==> src/rtl/seq_div_pkg.sv <==
// Shared types and helpers for the sequential signed divider.
package seq_div_pkg;

    typedef enum logic [1:0] {
        StIdle,
        StCalc,
        StFix
    } state_e;

    // Width of the iteration counter, which counts DIVIDEND_W-1 down to 0.
    function automatic int unsigned cnt_width(int unsigned dividend_w);
        return $clog2(dividend_w);
    endfunction

    // Magnitude of a width-bit two's-complement value, one bit wider so MIN is exact.
    function automatic logic [64:0] abs_ext(logic [63:0] value, int unsigned width);
        logic [64:0] ext;
        logic        sign;
        sign = value[width-1];
        for (int unsigned i = 0; i < 64; i++) begin
            ext[i] = (i < width) ? value[i] : sign;
        end
        ext[64] = sign;
        return sign ? (~ext + 65'd1) : ext;
    endfunction

endpackage

==> src/rtl/seq_signed_divider_if.sv <==
// Start/busy/done handshake and operand/result bundle for the signed divider.
interface seq_signed_divider_if #(
    parameter int unsigned DIVIDEND_W = 16,
    parameter int unsigned DIVISOR_W  = 8
);
    logic                  start;
    logic [DIVIDEND_W-1:0] dividend;
    logic [DIVISOR_W-1:0]  divisor;
    logic                  busy;
    logic                  done;
    logic [DIVIDEND_W-1:0] quotient;
    logic [DIVISOR_W-1:0]  remainder;
    logic                  div_by_zero;
    logic                  overflow;

    modport master (
        output start, dividend, divisor,
        input  busy, done, quotient, remainder, div_by_zero, overflow
    );

    modport slave (
        input  start, dividend, divisor,
        output busy, done, quotient, remainder, div_by_zero, overflow
    );
endinterface

==> src/rtl/seq_div_core_step.sv <==
// One restoring-division iteration: shift in a dividend bit, compare, subtract.
module seq_div_core_step #(
    parameter int unsigned DIVISOR_W = 8
) (
    input  logic [DIVISOR_W:0] rem_i,
    input  logic               msb_i,
    input  logic [DIVISOR_W:0] dvs_i,
    output logic [DIVISOR_W:0] rem_o,
    output logic               q_bit_o
);
    logic [DIVISOR_W:0] shifted;
    // The partial remainder is always below |divisor|, so its top bit is zero.
    logic               unused_rem_msb;

    assign unused_rem_msb = rem_i[DIVISOR_W];

    always_comb begin
        shifted = {rem_i[DIVISOR_W-1:0], msb_i};
        q_bit_o = (shifted >= dvs_i);
        rem_o   = q_bit_o ? (shifted - dvs_i) : shifted;
    end
endmodule

==> src/rtl/seq_signed_divider.sv <==
// Multi-cycle signed divider (restoring, one quotient bit per clock, then sign fix).
// Optional zero-operand shortcut enabled by defining SEQ_DIV_FAST_BYPASS_EN.
module seq_signed_divider
    import seq_div_pkg::*;
#(
    parameter int unsigned DIVIDEND_W = 16,
    parameter int unsigned DIVISOR_W  = 8
) (
    input  logic                 clk,
    input  logic                 rst_n,
    seq_signed_divider_if.slave  bus
);
    localparam int unsigned CntW = cnt_width(DIVIDEND_W);
    localparam logic [DIVIDEND_W-1:0] MinMag = {1'b1, {(DIVIDEND_W-1){1'b0}}};

    state_e                state_q, state_d;
    logic [CntW-1:0]       cnt_q, cnt_d;
    logic [DIVIDEND_W-1:0] quo_q, quo_d;
    logic [DIVISOR_W:0]    rem_q, rem_d;
    logic [DIVISOR_W:0]    dvs_q, dvs_d;
    logic                  dvd_neg_q, dvd_neg_d;
    logic                  dvs_neg_q, dvs_neg_d;
    logic                  busy_q, busy_d;
    logic                  done_q, done_d;
    logic [DIVIDEND_W-1:0] quotient_q, quotient_d;
    logic [DIVISOR_W-1:0]  remainder_q, remainder_d;
    logic                  dbz_q, dbz_d;
    logic                  ovf_q, ovf_d;

    logic [DIVIDEND_W:0]   dvd_abs;
    logic [DIVISOR_W:0]    dvs_abs;
    logic                  unused_dvd_top;
    logic [DIVISOR_W:0]    step_rem;
    logic                  step_q;
    logic [DIVIDEND_W-1:0] q_fix;
    logic [DIVISOR_W-1:0]  r_fix;

    assign dvd_abs = (DIVIDEND_W+1)'(abs_ext(64'(bus.dividend), DIVIDEND_W));
    assign dvs_abs = (DIVISOR_W+1)'(abs_ext(64'(bus.divisor), DIVISOR_W));
    // |MIN| = 2^(W-1) still fits in W unsigned bits, so the extra bit is never set.
    assign unused_dvd_top = dvd_abs[DIVIDEND_W];

    seq_div_core_step #(
        .DIVISOR_W (DIVISOR_W)
    ) u_step (
        .rem_i   (rem_q),
        .msb_i   (quo_q[DIVIDEND_W-1]),
        .dvs_i   (dvs_q),
        .rem_o   (step_rem),
        .q_bit_o (step_q)
    );

    // With a zero divisor the remainder path naturally yields dividend[DIVISOR_W-1:0].
    always_comb begin
        q_fix = (dvs_q == '0)              ? '1 :
                (dvd_neg_q ^ dvs_neg_q)    ? -quo_q : quo_q;
        r_fix = dvd_neg_q ? -rem_q[DIVISOR_W-1:0] : rem_q[DIVISOR_W-1:0];
    end

    always_comb begin
        state_d     = state_q;
        cnt_d       = cnt_q;
        quo_d       = quo_q;
        rem_d       = rem_q;
        dvs_d       = dvs_q;
        dvd_neg_d   = dvd_neg_q;
        dvs_neg_d   = dvs_neg_q;
        busy_d      = busy_q;
        done_d      = 1'b0;
        quotient_d  = quotient_q;
        remainder_d = remainder_q;
        dbz_d       = dbz_q;
        ovf_d       = ovf_q;
        unique case (state_q)
            StIdle: begin
                if (bus.start) begin
                    dvd_neg_d = bus.dividend[DIVIDEND_W-1];
                    dvs_neg_d = bus.divisor[DIVISOR_W-1];
                    dvs_d     = dvs_abs;
                    quo_d     = dvd_abs[DIVIDEND_W-1:0];
                    rem_d     = '0;
                    cnt_d     = CntW'(DIVIDEND_W - 1);
                    busy_d    = 1'b1;
                    state_d   = StCalc;
`ifdef SEQ_DIV_FAST_BYPASS_EN
                    if ((bus.divisor == '0) || (bus.dividend == '0)) begin
                        quo_d   = '0;
                        rem_d   = dvd_abs[DIVISOR_W:0];
                        state_d = StFix;
                    end
`endif
                end
            end
            StCalc: begin
                rem_d = step_rem;
                quo_d = {quo_q[DIVIDEND_W-2:0], step_q};
                if (cnt_q == '0) begin
                    state_d = StFix;
                end else begin
                    cnt_d = cnt_q - CntW'(1);
                end
            end
            StFix: begin
                quotient_d  = q_fix;
                remainder_d = r_fix;
                dbz_d       = (dvs_q == '0);
                ovf_d       = dvd_neg_q && dvs_neg_q && (dvs_q == (DIVISOR_W+1)'(1))
                              && (quo_q == MinMag);
                done_d      = 1'b1;
                busy_d      = 1'b0;
                state_d     = StIdle;
            end
            default: state_d = StIdle;
        endcase
    end

    always_ff @(posedge clk) begin
        if (!rst_n) begin
            state_q     <= StIdle;
            cnt_q       <= '0;
            quo_q       <= '0;
            rem_q       <= '0;
            dvs_q       <= '0;
            dvd_neg_q   <= 1'b0;
            dvs_neg_q   <= 1'b0;
            busy_q      <= 1'b0;
            done_q      <= 1'b0;
            quotient_q  <= '0;
            remainder_q <= '0;
            dbz_q       <= 1'b0;
            ovf_q       <= 1'b0;
        end else begin
            state_q     <= state_d;
            cnt_q       <= cnt_d;
            quo_q       <= quo_d;
            rem_q       <= rem_d;
            dvs_q       <= dvs_d;
            dvd_neg_q   <= dvd_neg_d;
            dvs_neg_q   <= dvs_neg_d;
            busy_q      <= busy_d;
            done_q      <= done_d;
            quotient_q  <= quotient_d;
            remainder_q <= remainder_d;
            dbz_q       <= dbz_d;
            ovf_q       <= ovf_d;
        end
    end

    assign bus.busy        = busy_q;
    assign bus.done        = done_q;
    assign bus.quotient    = quotient_q;
    assign bus.remainder   = remainder_q;
    assign bus.div_by_zero = dbz_q;
    assign bus.overflow    = ovf_q;
endmodule

==> src/flat_wrapper.sv <==
// flat-port wrapper written by rule: the top's interface ports become plain ports
module seq_signed_divider_flat import seq_div_pkg::*;
#(
    parameter int unsigned DIVIDEND_W = 16,
    parameter int unsigned DIVISOR_W  = 8
)
  (clk, rst_n, bus_start, bus_dividend, bus_divisor, bus_busy, bus_done, bus_quotient, bus_remainder, bus_div_by_zero, bus_overflow);
  seq_signed_divider_if #(.DIVIDEND_W(DIVIDEND_W), .DIVISOR_W(DIVISOR_W)) bus_i ();
  input  logic clk;
  input  logic rst_n;
  input wire logic [$bits(bus_i.start)-1:0] bus_start;
  input wire logic [$bits(bus_i.dividend)-1:0] bus_dividend;
  input wire logic [$bits(bus_i.divisor)-1:0] bus_divisor;
  output wire logic [$bits(bus_i.busy)-1:0] bus_busy;
  output wire logic [$bits(bus_i.done)-1:0] bus_done;
  output wire logic [$bits(bus_i.quotient)-1:0] bus_quotient;
  output wire logic [$bits(bus_i.remainder)-1:0] bus_remainder;
  output wire logic [$bits(bus_i.div_by_zero)-1:0] bus_div_by_zero;
  output wire logic [$bits(bus_i.overflow)-1:0] bus_overflow;
  assign bus_i.start = bus_start;
  assign bus_i.dividend = bus_dividend;
  assign bus_i.divisor = bus_divisor;
  assign bus_busy = bus_i.busy;
  assign bus_done = bus_i.done;
  assign bus_quotient = bus_i.quotient;
  assign bus_remainder = bus_i.remainder;
  assign bus_div_by_zero = bus_i.div_by_zero;
  assign bus_overflow = bus_i.overflow;
  seq_signed_divider #(.DIVIDEND_W(DIVIDEND_W), .DIVISOR_W(DIVISOR_W)) u_core (.clk(clk), .rst_n(rst_n), .bus(bus_i));
endmodule
==> config.mk <==
export PLATFORM = sky130hd
export DESIGN_NAME = seq_signed_divider_flat
export DESIGN_NICKNAME = d
export VERILOG_FILES = /design/src/rtl/seq_div_pkg.sv /design/src/rtl/seq_signed_divider_if.sv /design/src/rtl/seq_div_core_step.sv /design/src/rtl/seq_signed_divider.sv /design/src/flat_wrapper.sv
export SDC_FILE = /design/constraint.sdc
export NUM_CORES = 1
export LEC_CHECK = 0
export CORE_ASPECT_RATIO = 2
export CORE_MARGIN = 10
export CORE_UTILIZATION = 25
export CTS_BUF_LIST = sky130_fd_sc_hd__clkbuf_2 sky130_fd_sc_hd__clkbuf_4 sky130_fd_sc_hd__clkbuf_8
export DETAILED_ROUTE_END_ITERATION = 12
export MAX_ROUTING_LAYER = met4
export SYNTH_ARGS = -nofsm -noshare
export SYNTH_HDL_FRONTEND = slang
export SYNTH_HIERARCHICAL = 1
export SYNTH_SLANG_ARGS = --single-unit
==> constraint.sdc <==
create_clock -name clk -period 2.1 [get_ports clk]
set_input_delay 0.525 -clock clk [delete_from_list [all_inputs] [get_ports clk]]
set_output_delay 0.525 -clock clk [all_outputs]
set_load 0.03 [all_outputs]
==> flow_summary.json <==
{
  "finalSetupViolCount": 6,
  "hold_viol_final": 0,
  "crit_family": "compound AO/OA/AOI/OAI gates",
  "cts_made_buffers": 9,
  "total_power_uw": 4410,
  "slowest_delay_ns": 0.36,
  "die_width_um": 108,
  "yosysWarnings": 6,
  "routed_via_density": 4.88,
  "layout.nets": 605,
  "start_util_pct": 25.3,
  "n_antenna_cell": 0,
  "fp.dieArea_mm2": 0.0212,
  "layout-drive-gt1-share_pct": 24.3,
  "arrival_ns": 2.39,
  "period_needed_ns": 2.15,
  "cp_slowest_cell": "a211o_4",
  "drv_cap": 0,
  "end_kind": "register",
  "worst_slack_ns": -0.0462,
  "cts.sink_count": 69,
  "hp-start": "u_core/bus.remainder[0]$_SDFFE_PN0P_",
  "multi_input_comb_area_mm2": 0.00249,
  "dr.pass1.iters": 4,
  "fin_skew_ns": 0.0106,
  "worst_setup_path_start_kind": "register",
  "ioPinCount": 55,
  "clkLatencyLatePin_ns": 0.36,
  "reg2reg_depth": 10,
  "overflow": 0,
  "routed_wl_um": 11100,
  "grt_max_degree": 70,
  "violations": "negative setup slack",
  "cts_root_buf": "clkbuf_8",
  "path_max_fanout": 7,
  "core_area_mm2": 0.0153,
  "grt_antenna_before_repair": 0,
  "startpoint": "u_core/dvs_q[6]$_SDFFE_PN0P_",
  "rows": 64,
  "final.fill_count": 1547,
  "r2r-start": "u_core/dvs_q[6]$_SDFFE_PN0P_",
  "clk_pin_slew_ns": 0.08,
  "required_ns": 2.34,
  "antenna_left": 0,
  "p_per_area_mw_per_mm2": 789,
  "worstSetupPathType": "register to register",
  "worst_pin_slew_ns": 0.674,
  "hold_class": "register to register",
  "peakVddDrop_mv": 0.325,
  "hpwl_um": 8580,
  "grt_pass1_vias": 3840,
  "cts_tree": "done",
  "rrSetupSlack_ns": -0.05,
  "finalCritPeriodShare_pct": 102,
  "outcome": "complete, but fails checks",
  "area_growth_pct": 44.3,
  "max_freq_mhz": 466,
  "place_congestion": 0.875,
  "final_util_pct": 36.5,
  "synth_nets": 490,
  "drtIter0Drc": 258,
  "die_h_um": 196,
  "p_leak_uw": 0.00231,
  "drc_errors": 0,
  "syn_avg_cell_area_um2": 8.66,
  "crit_buf_inv": 2,
  "vias": 3734,
  "grt_pass1_wl_um": 17900,
  "port_buffers": 54,
  "hold_depth": 2,
  "worstPathCellList": "inv_2 > ha_4 > a211o_4 > o21ai_2 > o21bai_2 > a22oi_4 > buf_12 > mux2_4 > a22oi_2 > nor2b_1",
  "rsz0062_at_grt": "true",
  "htreeDepth": 3,
  "max_slew_margin_pct": 55.0,
  "reg2reg_to": "u_core/rem_q[5]$_SDFFE_PN0P_",
  "final_cell_count_no_fill": 765,
  "avgRoutedWirePerCell_um": 14.6,
  "clk_path_buf_depth": 2,
  "netlist_area_mm2": 0.00387,
  "synth_cells": 447,
  "cts_hold_buf": 0,
  "regArea_mm2": 0.00139,
  "final_max_slew_viol_count": 0,
  "placed_cells": 746,
  "holdPathEnd": "u_core/bus.remainder[0]$_SDFFE_PN0P_",
  "gr-usage-all-layers_pct": 10.7
}
==> state kept, by name, indices dropped and copies added (netlist names), 2 cells and up <==
name	flops
u_core/rem_q	8
u_core/bus.remainder	8
u_core/quo_q	16
u_core/cnt_q	4
u_core/state_q	2
u_core/dvs_q	9
u_core/bus.quotient	16
==> worst max-delay path by stage <==
stage                                    end  slack [ns]  cells after the start
6_report        u_core/rem_q[5]$_SDFFE_PN0P_       -0.05                     10
5_1_grt         u_core/rem_q[3]$_SDFFE_PN0P_       -0.12                     10
4_1_cts         u_core/rem_q[5]$_SDFFE_PN0P_       -0.03                     10
3_5_place_dp   u_core/quo_q[12]$_SDFFE_PN0P_       -0.57                      8
3_3_place_gp   u_core/quo_q[12]$_SDFFE_PN0P_       -0.51                      8
2_1_floorplan  u_core/quo_q[12]$_SDFFE_PN0P_       -0.04                      5
==> layer usage <==
metal	part of all wire [%]	vias to the layer above	global-route usage, %	wire length, um
met2	56	92	19.4	6190
met1	36	1743	9.86	4000
li1	-	1854	-	-
met5	0	-	-	0
met3	3.9	45	1.64	429
met4	4.6	0	7.31	513
==> layout by cell type, fill, tap and decap left out, types with 8 or more instances in the layout <==
cell / count
buf_4: 69
dfxtp_1: 64
clkdlybuf4s50_1: 48
nand2_1: 32
a21oi_1: 32
xor2_1: 30
o21ai_0: 30
nor2b_1: 23
inv_1: 22
nor2_1: 15
xnor2_1: 13
o31ai_1: 12
a21boi_0: 11
ha_1: 11
clkbuf_8: 9
o211a_1: 8
==> worst register-to-register path: stages (launching register included) <==
cell	delay, ns
dfxtp_2	0.34
inv_2	0.04
ha_4	0.21
a211o_4	0.36
o21ai_2	0.14
o21bai_2	0.09
a22oi_4	0.18
buf_12	0.15
mux2_4	0.30
a22oi_2	0.17
nor2b_1	0.06
==> power by group <==
part	leakage [uW]	switching (uW)	internal, uW
Combinational	0.00162	746	822
Clock	0.000124	534	794
Sequential	0.000566	100	1410
Total	0.00231	1380	3030
==> per-stage QoR <==
stage          hold WS, ns  setup WS, ns  cell area [um^2]  setup TNS, ns
6_report             0.473       -0.0462              5590         -0.121
5_1_grt              0.501        -0.123              5590         -0.822
4_1_cts              0.479       -0.0312              5520        -0.0602
3_5_place_dp         0.469        -0.572              5190          -4.35
3_3_place_gp         0.461        -0.510              5190          -3.64
2_1_floorplan        0.447       -0.0438              3930         -0.204
==> layout make-up <==
type                       count  share of cell area [%]
clock inverter                 7                    2.17
sequential                    69                    24.8
clock buffer                   9                    2.22
multi-input combinational    331                    44.6
inverter                      25                    1.68
tap                          198                    4.43
timing repair buffer         126                    20.1
==> timing repair <==
action / 4_1_cts / 5_1_grt
endpoints found under the setup margin: 11 / 18
pin swaps: 10 / 13
resized for setup: 23 / 15
setup buffers: 3 / 0
(Power assumes the default switching activity.)
